### src/rtl/leaf_uart_boot_if.sv
// Core-side bundle of the Leaf UART boot loader.
// Covers instruction-memory writes, core reset and the console byte port.
interface leaf_uart_boot_if #(
   parameter int AW = 6
);
   logic          mem_we;
   logic [AW-1:0] mem_addr;
   logic [31:0]   mem_wdata;
   logic          cpu_rst_n;
   logic          tx_start;
   logic [7:0]    tx_data;
   logic          tx_busy;
   logic          rx_valid;
   logic [7:0]    rx_data;

   modport master (
      output mem_we,
      output mem_addr,
      output mem_wdata,
      output cpu_rst_n,
      output tx_busy,
      output rx_valid,
      output rx_data,
      input  tx_start,
      input  tx_data
   );

   modport slave (
      input  mem_we,
      input  mem_addr,
      input  mem_wdata,
      input  cpu_rst_n,
      input  tx_busy,
      input  rx_valid,
      input  rx_data,
      output tx_start,
      output tx_data
   );
endinterface

### src/rtl/leaf_uart_boot.sv
// UART boot loader and console for the Leaf core.
// Loads 0x77/size/payload into instruction memory, then releases the core.
module leaf_uart_boot #(
   parameter int          CLKS_PER_BIT = 434,
   parameter logic [7:0]  LOAD_CMD     = 8'h77,
   parameter int          AW           = 6
) (
   input  logic clock,
   input  logic resetb,
   input  logic rx,
   output logic tx,
   leaf_uart_boot_if.master bus
);

   localparam int CW = $clog2(CLKS_PER_BIT + 1);
   localparam logic [CW-1:0] BIT_END  = CW'(CLKS_PER_BIT - 1);
   localparam logic [CW-1:0] HALF_END = CW'(CLKS_PER_BIT / 2 - 1);

   typedef enum logic [1:0] {
      RX_IDLE,
      RX_START,
      RX_DATA,
      RX_STOP
   } rx_state_t;

   typedef enum logic [2:0] {
      S_WAIT_CMD,
      S_SIZE,
      S_DATA,
      S_FIN,
      S_RUN
   } state_t;

   rx_state_t r_rx_state;
   rx_state_t w_rx_next;
   logic      r_rx_s1;
   logic      r_rx_s2;
   logic      r_rx_s3;
   logic [CW-1:0] r_rx_cnt;
   logic [2:0]    r_rx_bit;
   logic [7:0]    r_rx_shift;
   logic          r_byte_stb;
   logic          w_rx_fall;
   logic          w_rx_half;
   logic          w_rx_full;

   logic          r_tx;
   logic          r_tx_busy;
   logic [8:0]    r_tx_shift;
   logic [CW-1:0] r_tx_cnt;
   logic [3:0]    r_tx_bit;

   state_t        r_state;
   state_t        w_next;
   logic [7:0]    r_size;
   logic [7:0]    r_cnt;
   logic [1:0]    r_lane;
   logic [31:0]   r_word;
   logic [31:0]   w_word;
   logic          w_last;
   logic          w_write;
   logic          r_mem_we;
   logic [AW-1:0] r_mem_addr;
   logic [31:0]   r_mem_wdata;
   logic          r_rx_valid;
   logic [7:0]    r_rx_data;

   // rx is asynchronous; the third stage only serves edge detection
   assign w_rx_fall = r_rx_s3 & ~r_rx_s2;
   assign w_rx_half = (r_rx_cnt == HALF_END);
   assign w_rx_full = (r_rx_cnt == BIT_END);

   always_ff @(posedge clock or negedge resetb) begin
      if (!resetb) begin
         r_rx_s1 <= 1'b1;
         r_rx_s2 <= 1'b1;
         r_rx_s3 <= 1'b1;
      end else begin
         r_rx_s1 <= rx;
         r_rx_s2 <= r_rx_s1;
         r_rx_s3 <= r_rx_s2;
      end
   end

   always_ff @(posedge clock or negedge resetb) begin
      if (!resetb) begin
         r_rx_state <= RX_IDLE;
      end else begin
         r_rx_state <= w_rx_next;
      end
   end

   always_comb begin
      w_rx_next = r_rx_state;
      unique case (r_rx_state)
         RX_IDLE: begin
            if (w_rx_fall) w_rx_next = RX_START;
         end
         RX_START: begin
            if (w_rx_half)
               w_rx_next = r_rx_s2 ? RX_IDLE : RX_DATA;
         end
         RX_DATA: begin
            if (w_rx_full && r_rx_bit == 3'd7)
               w_rx_next = RX_STOP;
         end
         RX_STOP: begin
            if (w_rx_full) w_rx_next = RX_IDLE;
         end
         default: w_rx_next = RX_IDLE;
      endcase
   end

   always_ff @(posedge clock or negedge resetb) begin
      if (!resetb) begin
         r_rx_cnt   <= '0;
         r_rx_bit   <= '0;
         r_rx_shift <= '0;
         r_byte_stb <= 1'b0;
      end else begin
         r_byte_stb <= (r_rx_state == RX_STOP) && w_rx_full && r_rx_s2;
         if (r_rx_state == RX_IDLE) begin
            r_rx_cnt <= '0;
            r_rx_bit <= '0;
         end else if ((r_rx_state == RX_START && w_rx_half) || w_rx_full) begin
            r_rx_cnt <= '0;
         end else begin
            r_rx_cnt <= r_rx_cnt + 1'b1;
         end
         if (r_rx_state == RX_DATA && w_rx_full) begin
            r_rx_shift <= {r_rx_s2, r_rx_shift[7:1]};
            r_rx_bit   <= r_rx_bit + 1'b1;
         end
      end
   end

   // start bit goes out the cycle after tx_start; shift holds data then stop
   always_ff @(posedge clock or negedge resetb) begin
      if (!resetb) begin
         r_tx       <= 1'b1;
         r_tx_busy  <= 1'b0;
         r_tx_shift <= '0;
         r_tx_cnt   <= '0;
         r_tx_bit   <= '0;
      end else if (!r_tx_busy) begin
         if (bus.tx_start) begin
            r_tx_busy  <= 1'b1;
            r_tx       <= 1'b0;
            r_tx_shift <= {1'b1, bus.tx_data};
            r_tx_cnt   <= '0;
            r_tx_bit   <= '0;
         end
      end else if (r_tx_cnt == BIT_END) begin
         r_tx_cnt <= '0;
         if (r_tx_bit == 4'd9) begin
            r_tx_busy <= 1'b0;
            r_tx      <= 1'b1;
         end else begin
            r_tx       <= r_tx_shift[0];
            r_tx_shift <= {1'b1, r_tx_shift[8:1]};
            r_tx_bit   <= r_tx_bit + 1'b1;
         end
      end else begin
         r_tx_cnt <= r_tx_cnt + 1'b1;
      end
   end

   assign w_last  = (r_cnt + 8'd1 == r_size);
   assign w_write = (r_state == S_DATA) && r_byte_stb &&
                    (r_lane == 2'd3 || w_last);

   always_comb begin
      w_word = r_word;
      w_word[8*r_lane +: 8] = r_rx_shift;
   end

   always_ff @(posedge clock or negedge resetb) begin
      if (!resetb) begin
         r_state <= S_WAIT_CMD;
      end else begin
         r_state <= w_next;
      end
   end

   always_comb begin
      w_next = r_state;
      unique case (r_state)
         S_WAIT_CMD: begin
            if (r_byte_stb && r_rx_shift == LOAD_CMD)
               w_next = S_SIZE;
         end
         S_SIZE: begin
            if (r_byte_stb)
               w_next = (r_rx_shift == 8'd0) ? S_RUN : S_DATA;
         end
         S_DATA: begin
            if (r_byte_stb && w_last) w_next = S_FIN;
         end
         S_FIN:   w_next = S_RUN;
         S_RUN:   w_next = S_RUN;
         default: w_next = S_WAIT_CMD;
      endcase
   end

   // r_word is cleared after every write so a short tail is zero-padded
   always_ff @(posedge clock or negedge resetb) begin
      if (!resetb) begin
         r_size      <= '0;
         r_cnt       <= '0;
         r_lane      <= '0;
         r_word      <= '0;
         r_mem_we    <= 1'b0;
         r_mem_addr  <= '0;
         r_mem_wdata <= '0;
         r_rx_valid  <= 1'b0;
         r_rx_data   <= '0;
      end else begin
         r_mem_we   <= w_write;
         r_rx_valid <= (r_state == S_RUN) && r_byte_stb;
         if (r_mem_we) r_mem_addr <= r_mem_addr + 1'b1;
         if (r_state == S_SIZE && r_byte_stb) begin
            r_size <= r_rx_shift;
            r_cnt  <= '0;
            r_lane <= '0;
            r_word <= '0;
         end
         if (r_state == S_DATA && r_byte_stb) begin
            r_cnt <= r_cnt + 1'b1;
            if (w_write) begin
               r_mem_wdata <= w_word;
               r_word      <= '0;
               r_lane      <= '0;
            end else begin
               r_word <= w_word;
               r_lane <= r_lane + 1'b1;
            end
         end
         if (r_state == S_RUN && r_byte_stb) r_rx_data <= r_rx_shift;
      end
   end

   assign tx            = r_tx;
   assign bus.tx_busy   = r_tx_busy;
   assign bus.mem_we    = r_mem_we;
   assign bus.mem_addr  = r_mem_addr;
   assign bus.mem_wdata = r_mem_wdata;
   assign bus.cpu_rst_n = (r_state == S_RUN);
   assign bus.rx_valid  = r_rx_valid;
   assign bus.rx_data   = r_rx_data;

endmodule

### src/flat_wrapper.sv
// flat-port wrapper written by rule: the top's interface ports become plain ports
module leaf_uart_boot_flat 
#(
   parameter int          CLKS_PER_BIT = 434,
   parameter logic [7:0]  LOAD_CMD     = 8'h77,
   parameter int          AW           = 6
)
  (clock, resetb, rx, tx, bus_mem_we, bus_mem_addr, bus_mem_wdata, bus_cpu_rst_n, bus_tx_busy, bus_rx_valid, bus_rx_data, bus_tx_start, bus_tx_data);
  leaf_uart_boot_if #(.AW(AW)) bus_i ();
  input  logic clock;
  input  logic resetb;
  input  logic rx;
  output logic tx;
  output wire logic [$bits(bus_i.mem_we)-1:0] bus_mem_we;
  output wire logic [$bits(bus_i.mem_addr)-1:0] bus_mem_addr;
  output wire logic [$bits(bus_i.mem_wdata)-1:0] bus_mem_wdata;
  output wire logic [$bits(bus_i.cpu_rst_n)-1:0] bus_cpu_rst_n;
  output wire logic [$bits(bus_i.tx_busy)-1:0] bus_tx_busy;
  output wire logic [$bits(bus_i.rx_valid)-1:0] bus_rx_valid;
  output wire logic [$bits(bus_i.rx_data)-1:0] bus_rx_data;
  input wire logic [$bits(bus_i.tx_start)-1:0] bus_tx_start;
  input wire logic [$bits(bus_i.tx_data)-1:0] bus_tx_data;
  assign bus_mem_we = bus_i.mem_we;
  assign bus_mem_addr = bus_i.mem_addr;
  assign bus_mem_wdata = bus_i.mem_wdata;
  assign bus_cpu_rst_n = bus_i.cpu_rst_n;
  assign bus_tx_busy = bus_i.tx_busy;
  assign bus_rx_valid = bus_i.rx_valid;
  assign bus_rx_data = bus_i.rx_data;
  assign bus_i.tx_start = bus_tx_start;
  assign bus_i.tx_data = bus_tx_data;
  leaf_uart_boot #(.CLKS_PER_BIT(CLKS_PER_BIT), .LOAD_CMD(LOAD_CMD), .AW(AW)) u_core (.clock(clock), .resetb(resetb), .rx(rx), .tx(tx), .bus(bus_i));
endmodule
### config.mk
export PLATFORM = sky130hd
export DESIGN_NAME = leaf_uart_boot_flat
export DESIGN_NICKNAME = d
export VERILOG_FILES = /design/src/rtl/leaf_uart_boot_if.sv /design/src/rtl/leaf_uart_boot.sv /design/src/flat_wrapper.sv
export SDC_FILE = /design/constraint.sdc
export NUM_CORES = 1
export LEC_CHECK = 0
export CAP_MARGIN = 20
export CORE_MARGIN = 2
export CORE_UTILIZATION = 40
export DETAILED_ROUTE_END_ITERATION = 8
export GPL_ROUTABILITY_DRIVEN = 0
export SLEW_MARGIN = 40
export SYNTH_ARGS = -nofsm -noshare
export SYNTH_HDL_FRONTEND = slang
export SYNTH_SLANG_ARGS = --single-unit
### constraint.sdc
create_clock -name clock -period 2.85 [get_ports clock]
set_clock_uncertainty 0.05 [all_clocks]
set_input_delay 0.57 -clock clock [delete_from_list [all_inputs] [get_ports clock]]
set_output_delay 0.57 -clock clock [all_outputs]
set_load 0.01 [all_outputs]
## Yosys cells after proc, flatten, opt, wreduce, memory -nomap -nowiden

Cells that the tools add are included.
Widths: inputs -> output; s select.

| word-level totals | value |
|---|---|
| word-level logic and storage cells | 127 |
| register bits after elaboration | 151 |
| ROM bits | 0 |
| bits in writable memories | 0 |
| input bits | 12 |
| bits in latches | 0 |
| memories | 0 |

| cells by class | value |
|---|---|
| multiply operators | 0 |
| multiplexer cells | 43 |
| shift operators | 2 |
| reduce and logical (&&, ||, !) cells | 25 |
| add/sub/neg operators | 8 |
| magnitude comparators | 0 |
| bitwise logic cells | 2 |
| divide/modulo/power cells | 0 |
| eq/ne operators | 24 |

Operators by type and width:

| cell | count |
|---|---|
| $mux 32 | 3 |
| $mux 9 | 9 |
| $neg 5->34 | 1 |
| $shift 8x34->32 const A | 1 |
| $shiftx 8x34->32 | 1 |
| $bwmux 32 | 1 |
| $add 9x1->9 const B | 2 |
| $eq 9x9->1 const B | 2 |
| $mux 3 | 6 |
| $mux 2 | 8 |
| $mux 4 | 4 |
| $mux 8 | 2 |
| $ne 2x1->1 const B | 7 |
| $pmux 3 s4 | 1 |
| $logic_and 1x1->1 | 11 |
| $eq 9x8->1 const B | 1 |
| $add 8x1->8 const B | 1 |
| $eq 8x7->1 const B | 1 |
| $eq 8x8->1 | 1 |
| $logic_not 8->1 | 1 |
| $mux 1 | 8 |
| $pmux 2 s4 | 1 |
| $add 6x1->6 const B | 1 |
| $eq 2x2->1 const B | 3 |
| other kinds (19) | 27 |

## Logic depth before layout (Yosys ltp)

| depth | value |
|---|---|
| depth after elaboration | 6 |
| gate-level depth with buffers | 10 |
| mapped depth without buffers | 9 |

## Worst setup path before layout

No wires, ideal clock.

| path | value |
|---|---|
| path type | register -> register |
| from | reg u_core.r_cnt[0] |
| to | reg u_core.r_mem_wdata[10], in the netlist u_core.bus.mem_wdata[10] |
| cell stages (with the launch flop) | 11 |
| setup time | 0.125 ns |
| setup slack | 0.420 ns |
| required time | 2.675 ns |
| arrival time | 2.255 ns |
| cells stage by stage | dfrtp_1 ha_1 buf_2 and4b_1 a32o_1 o21ai_2 a21oi_2 buf_6 o21ai_4 buf_12 mux2_4 |

| on the way | value |
|---|---|
| cells in the longest elaborated chain, start to end | 5 |

RTL lines:

| element | line | RTL |
|---|---|---|
| start: declaration | leaf_uart_boot.sv:56 | `logic [7:0] r_cnt;` |
| start signal: assignment | leaf_uart_boot.sv:228 | `r_cnt <= r_cnt + 1'b1;` |
| $add 8x1->8 | leaf_uart_boot.sv:168 | `assign w_last = (r_cnt + 8'd1 == r_size);` |
| $eq 8x8->1 | leaf_uart_boot.sv:168 |  |
| $logic_or 1x1->1 | leaf_uart_boot.sv:170 | `(r_lane == 2'd3 \|\| w_last);` |
| $logic_and 1x1->1 | leaf_uart_boot.sv:169 | `assign w_write = (r_state == S_DATA) && r_byte_stb &&` |
| $reduce_and 2->1 (no source line) | - |  |
| end signal: assignment | leaf_uart_boot.sv:230 | `r_mem_wdata <= w_word;` |
| end: declaration | leaf_uart_boot.sv:64 | `logic [31:0] r_mem_wdata;` |

No other way between the ends.
A chain may end at the register's enable or synchronous reset.

## Worst setup path after layout

| path | value |
|---|---|
| from | reg u_core.r_cnt[0] |
| to | reg u_core.r_word[25] |

| on the way | value |
|---|---|
| cells in the longest elaborated chain, start to end | 6 |

RTL lines:

| element | line | RTL |
|---|---|---|
| $add 8x1->8 | leaf_uart_boot.sv:168 |  |
| $eq 8x8->1 | leaf_uart_boot.sv:168 |  |
| $logic_or 1x1->1 | leaf_uart_boot.sv:170 |  |
| $logic_and 1x1->1 | leaf_uart_boot.sv:169 |  |
| $mux 32 | leaf_uart_boot.sv:229 | `if (w_write) begin` |
| $mux 32 | leaf_uart_boot.sv:227 | `if (r_state == S_DATA && r_byte_stb) begin` |
| end signal: assignment | leaf_uart_boot.sv:234 | `r_word <= w_word;` |
| end: declaration | leaf_uart_boot.sv:58 | `logic [31:0] r_word;` |

No other way between the ends.

==> impl_results.md <==
- Worst IR Drop VDD: 439.3 uV
- Area growth from synthesis to layout: 20.53%
- Pin slew with the least headroom to its limit: 0.7325 ns
- Core area: 17900 um^2
- Synthesized netlist net count: 677
- Total overflow reported by the global router: 0
- H-Tree Depth: 4
- Maximum fanout along the worst path: 10
- Ordered list of cells on the worst path: ha_1, and4b_1, a32o_1, o21ai_2, a21oi_2, buf_4, nor3_2, a22o_1
- Placed Instance Area: 8117 um^2
- Final wirelength: 15.63 mm
- Hold violation count in the final report: 0
- CTS root buffer: sky130_fd_sc_hd__clkbuf_16
- Cell area after layout: 8755 um^2
- Number of antenna violations at the first check in global routing: 0
- Core utilization of the finished layout: 0.4890
- Count of cells resized by post-cts repair: 0
- Highest cell delay on the worst timing path: 0.50 ns
- Number of post-CTS setup repair buffers: 0
- Syn Area/Cell: 11.21 um^2
- Worst flop-to-flop path endpoint: u_core.r_word[25]
- Initial Utilization: 0.4057
- Number of instances in the synthesized netlist: 648
- CTS sink cnt: 151
- FFs w/ async S/R, synth: 1.000
- Tcrit/Tclk final: 0.9249
- Setup-violating endpoint count in the final report: 0
- FF-to-FF setup slack: 0.21 ns
- Tmin final: 2.636 ns
- Number of warnings printed during yosys synthesis: 0
- First DRT Iteration DRCs: 237
- Nets: 741
- Area contributors post-synth: sky130_fd_sc_hd__dfrtp_1, sky130_fd_sc_hd__mux2_4, sky130_fd_sc_hd__a22o_1
- Endpoint required time on the critical path: 3.15 ns
- Wire length of the first global-routing pass: 26.74 mm
- Met2 track demand over resource in global routing: 0.2728
- Main flop type after synthesis: sky130_fd_sc_hd__dfrtp_1
- Floorplan die area: 19250 um^2
- Port buffer count: 62
- TritonRoute pass-1 iters: 4
- Pins over their slew limit: 0
- Syn Std Cell Area: 7263 um^2
- Buffers and inverters on the worst path: 1
- Worst Setup Start Kind: register
- Total I/O pin count: 63
- Top delay family on crit path: simple AND/OR/NAND/NOR gates
- Antenna Nets Post-Route: 0
- Vias in the first global route: 5198
- Cell variety after synth: 59
- Post-CTS Hold Fix Bufs: 0
- RSZ-0062 raised after global routing: false
- Most frequent cell after synthesis: sky130_fd_sc_hd__dfrtp_1
- Die boundary height: 138.8 um
- Number of enable flip-flop cells after synthesis: 0
- Critical Path Slowest Stage Cell: sky130_fd_sc_hd__nor3_2
- Total negative slack: 0 ns
- Top cells by count, synth: sky130_fd_sc_hd__dfrtp_1, sky130_fd_sc_hd__nand2_1, sky130_fd_sc_hd__o21ai_0, sky130_fd_sc_hd__nor2_1, sky130_fd_sc_hd__inv_1
- Reg2reg start: u_core.r_cnt[0]
- Number of maximum-capacitance violations: 0
- Drt wl/cell: 16.38 um
- N_diodes: 0
- Largest net degree at the start of global routing: 75
- Remaining design rule violation count: 0
- Clock buffer count from CTS: 17
- Type of the worst setup path: reg2reg
- Share of cells above drive strength 1: 0.1779
- Sequential share of the synthesized area: 0.5209
- Via-to-Cell Ratio: 5.349
- Met3 track demand over resource in global routing: 0.03867
- Std-Cell Rows: 49
- Power density over the cells: 551.9 nW/um^2
- Crit path arrival time: 2.94 ns
- Worst skew pair latency: 0.43 ns
- Via Count: 5103
- Upper clock frequency limit: 0.3794 GHz
- Worst-case clock buffer depth: 2
- Worst min-delay path category: in2async
- Worst-case reg-to-reg path depth: 8
- Met1 track utilization from global routing: 0.2298
- DP Wirelength: 10.36 mm
- Top cell type's share of synthesized area: 0.5065
- Leading area contributor after synthesis: sky130_fd_sc_hd__dfrtp_1
- Clock edge transition at the registers on the reported setup and hold paths: 0.06 ns
- Clock tree from TritonCTS: built
- Post-synthesis sequential element count: 151
- Crit path capture type: register
- Static leakage: 4.028 nW
- Rel. slew slack: 0.5117
- PnR Total Power: 0.004832 W
- Tot GR Track Use: 0.1730
- Most used routing layer in global routing: met2
- Run status: finished clean
- Die X-Extent: 138.8 um
## stage by stage
step	std cells	worst slack, ns	hold slack, ns
floorplan	648	0.4196	0.2244
global placement	922	0.3363	0.2972
detailed placement	922	0.2806	0.3013
CTS	954	0.2075	0.03399
global route	954	0.05588	0.05061
finish	954	0.2139	0.02775
## registers in the layout (all words and copies together) (netlist names), 4 cells and up, named ones only
| name | flops |
|---|---|
| u_core.r_tx_bit | 4 |
| u_core.r_rx_shift | 8 |
| u_core.r_size | 8 |
| u_core.bus.rx_data | 8 |
| u_core.r_tx_shift | 9 |
| u_core.bus.mem_addr | 6 |
| u_core.r_rx_cnt | 9 |
| u_core.r_tx_cnt | 9 |
| u_core.r_word | 32 |
| u_core.bus.mem_wdata | 32 |
| u_core.r_cnt | 8 |
## worst max-delay path by stage
stage,startpoint,endpoint,slack [ns],depth (start not counted)
floorplan,u_core.r_cnt[0],u_core.bus.mem_wdata[10],0.42,10
global placement,u_core.r_rx_cnt[2],u_core.r_rx_shift[2],0.34,5
detailed placement,u_core.r_cnt[0],u_core.r_word[25],0.28,8
CTS,u_core.r_cnt[0],u_core.r_word[25],0.21,8
global route,u_core.r_cnt[0],u_core.r_word[29],0.06,8
finish,u_core.r_cnt[0],u_core.r_word[25],0.21,8
## power breakdown
part           switching, W  total, W  internal (W)
clock              0.000874   0.00243       0.00156
sequential        0.0000474   0.00223       0.00218
combinational      0.000102  0.000167     0.0000650
total               0.00102   0.00483       0.00381
## metal layers
metal | share of wire | vias up
met4 | 0.027 | 0
met5 | 0 | -
met2 | 0.48 | 112
met1 | 0.45 | 2575
li1 | - | 2386
met3 | 0.043 | 30
## area by class of cell
type | instances | area, um^2
sequential | 151 | 3784
tap | 229 | 286.5
clock inverter | 8 | 146.4
multi-input combinational | 418 | 3108
fill | 1614 | 9148
clock buffer | 24 | 491.7
timing repair buffer | 81 | 777.0
inverter | 43 | 161.4
## cells in the final DEF (no fill, tap or decap), types with 3 or more instances in the layout
| master | n |
|---|---|
| sky130_fd_sc_hd__a31oi_1 | 3 |
| sky130_fd_sc_hd__dfrtp_1 | 147 |
| sky130_fd_sc_hd__nor2_1 | 44 |
| sky130_fd_sc_hd__and2_1 | 4 |
| sky130_fd_sc_hd__nand2b_1 | 8 |
| sky130_fd_sc_hd__xor2_1 | 13 |
| sky130_fd_sc_hd__nor4_1 | 3 |
| sky130_fd_sc_hd__nand3b_1 | 5 |
| sky130_fd_sc_hd__nor2b_1 | 3 |
| sky130_fd_sc_hd__inv_1 | 43 |
| sky130_fd_sc_hd__o31ai_1 | 5 |
| sky130_fd_sc_hd__a21oi_1 | 8 |
| sky130_fd_sc_hd__nor3_2 | 4 |
| sky130_fd_sc_hd__nor3b_1 | 3 |
| sky130_fd_sc_hd__nand3_1 | 8 |
| sky130_fd_sc_hd__nand2_1 | 58 |
| sky130_fd_sc_hd__ha_1 | 17 |
| sky130_fd_sc_hd__clkbuf_16 | 17 |
| sky130_fd_sc_hd__buf_4 | 18 |
| sky130_fd_sc_hd__dfstp_2 | 4 |
| sky130_fd_sc_hd__clkbuf_8 | 4 |
| sky130_fd_sc_hd__nor3_1 | 7 |
| sky130_fd_sc_hd__xnor2_1 | 12 |
| sky130_fd_sc_hd__clkbuf_1 | 3 |
| sky130_fd_sc_hd__mux2_4 | 29 |
| sky130_fd_sc_hd__nand4_1 | 9 |
| sky130_fd_sc_hd__o41ai_4 | 3 |
| sky130_fd_sc_hd__o21ai_0 | 56 |
| sky130_fd_sc_hd__mux2_2 | 30 |
| sky130_fd_sc_hd__o22ai_1 | 9 |
| sky130_fd_sc_hd__a22o_1 | 40 |
| sky130_fd_sc_hd__bufinv_16 | 4 |
| sky130_fd_sc_hd__and3_1 | 5 |
| sky130_fd_sc_hd__and2_0 | 3 |
| sky130_fd_sc_hd__clkdlybuf4s50_1 | 61 |
## cell families (layout without fill, tap and decap cells)
logic type / after synthesis / in the layout / share of synthesized area
xor+xnor: 25 / 25 / 0.03015
simple gates: 179 / 179 / 0.1247
buf+inv: 79 / 156 / 0.05116
flops: 151 / 151 / 0.5209
fa+ha+maj: 17 / 17 / 0.02928
compound gates: 137 / 137 / 0.1359
mux: 60 / 60 / 0.1078
Note: power is estimated with default switching activity, not from simulation.
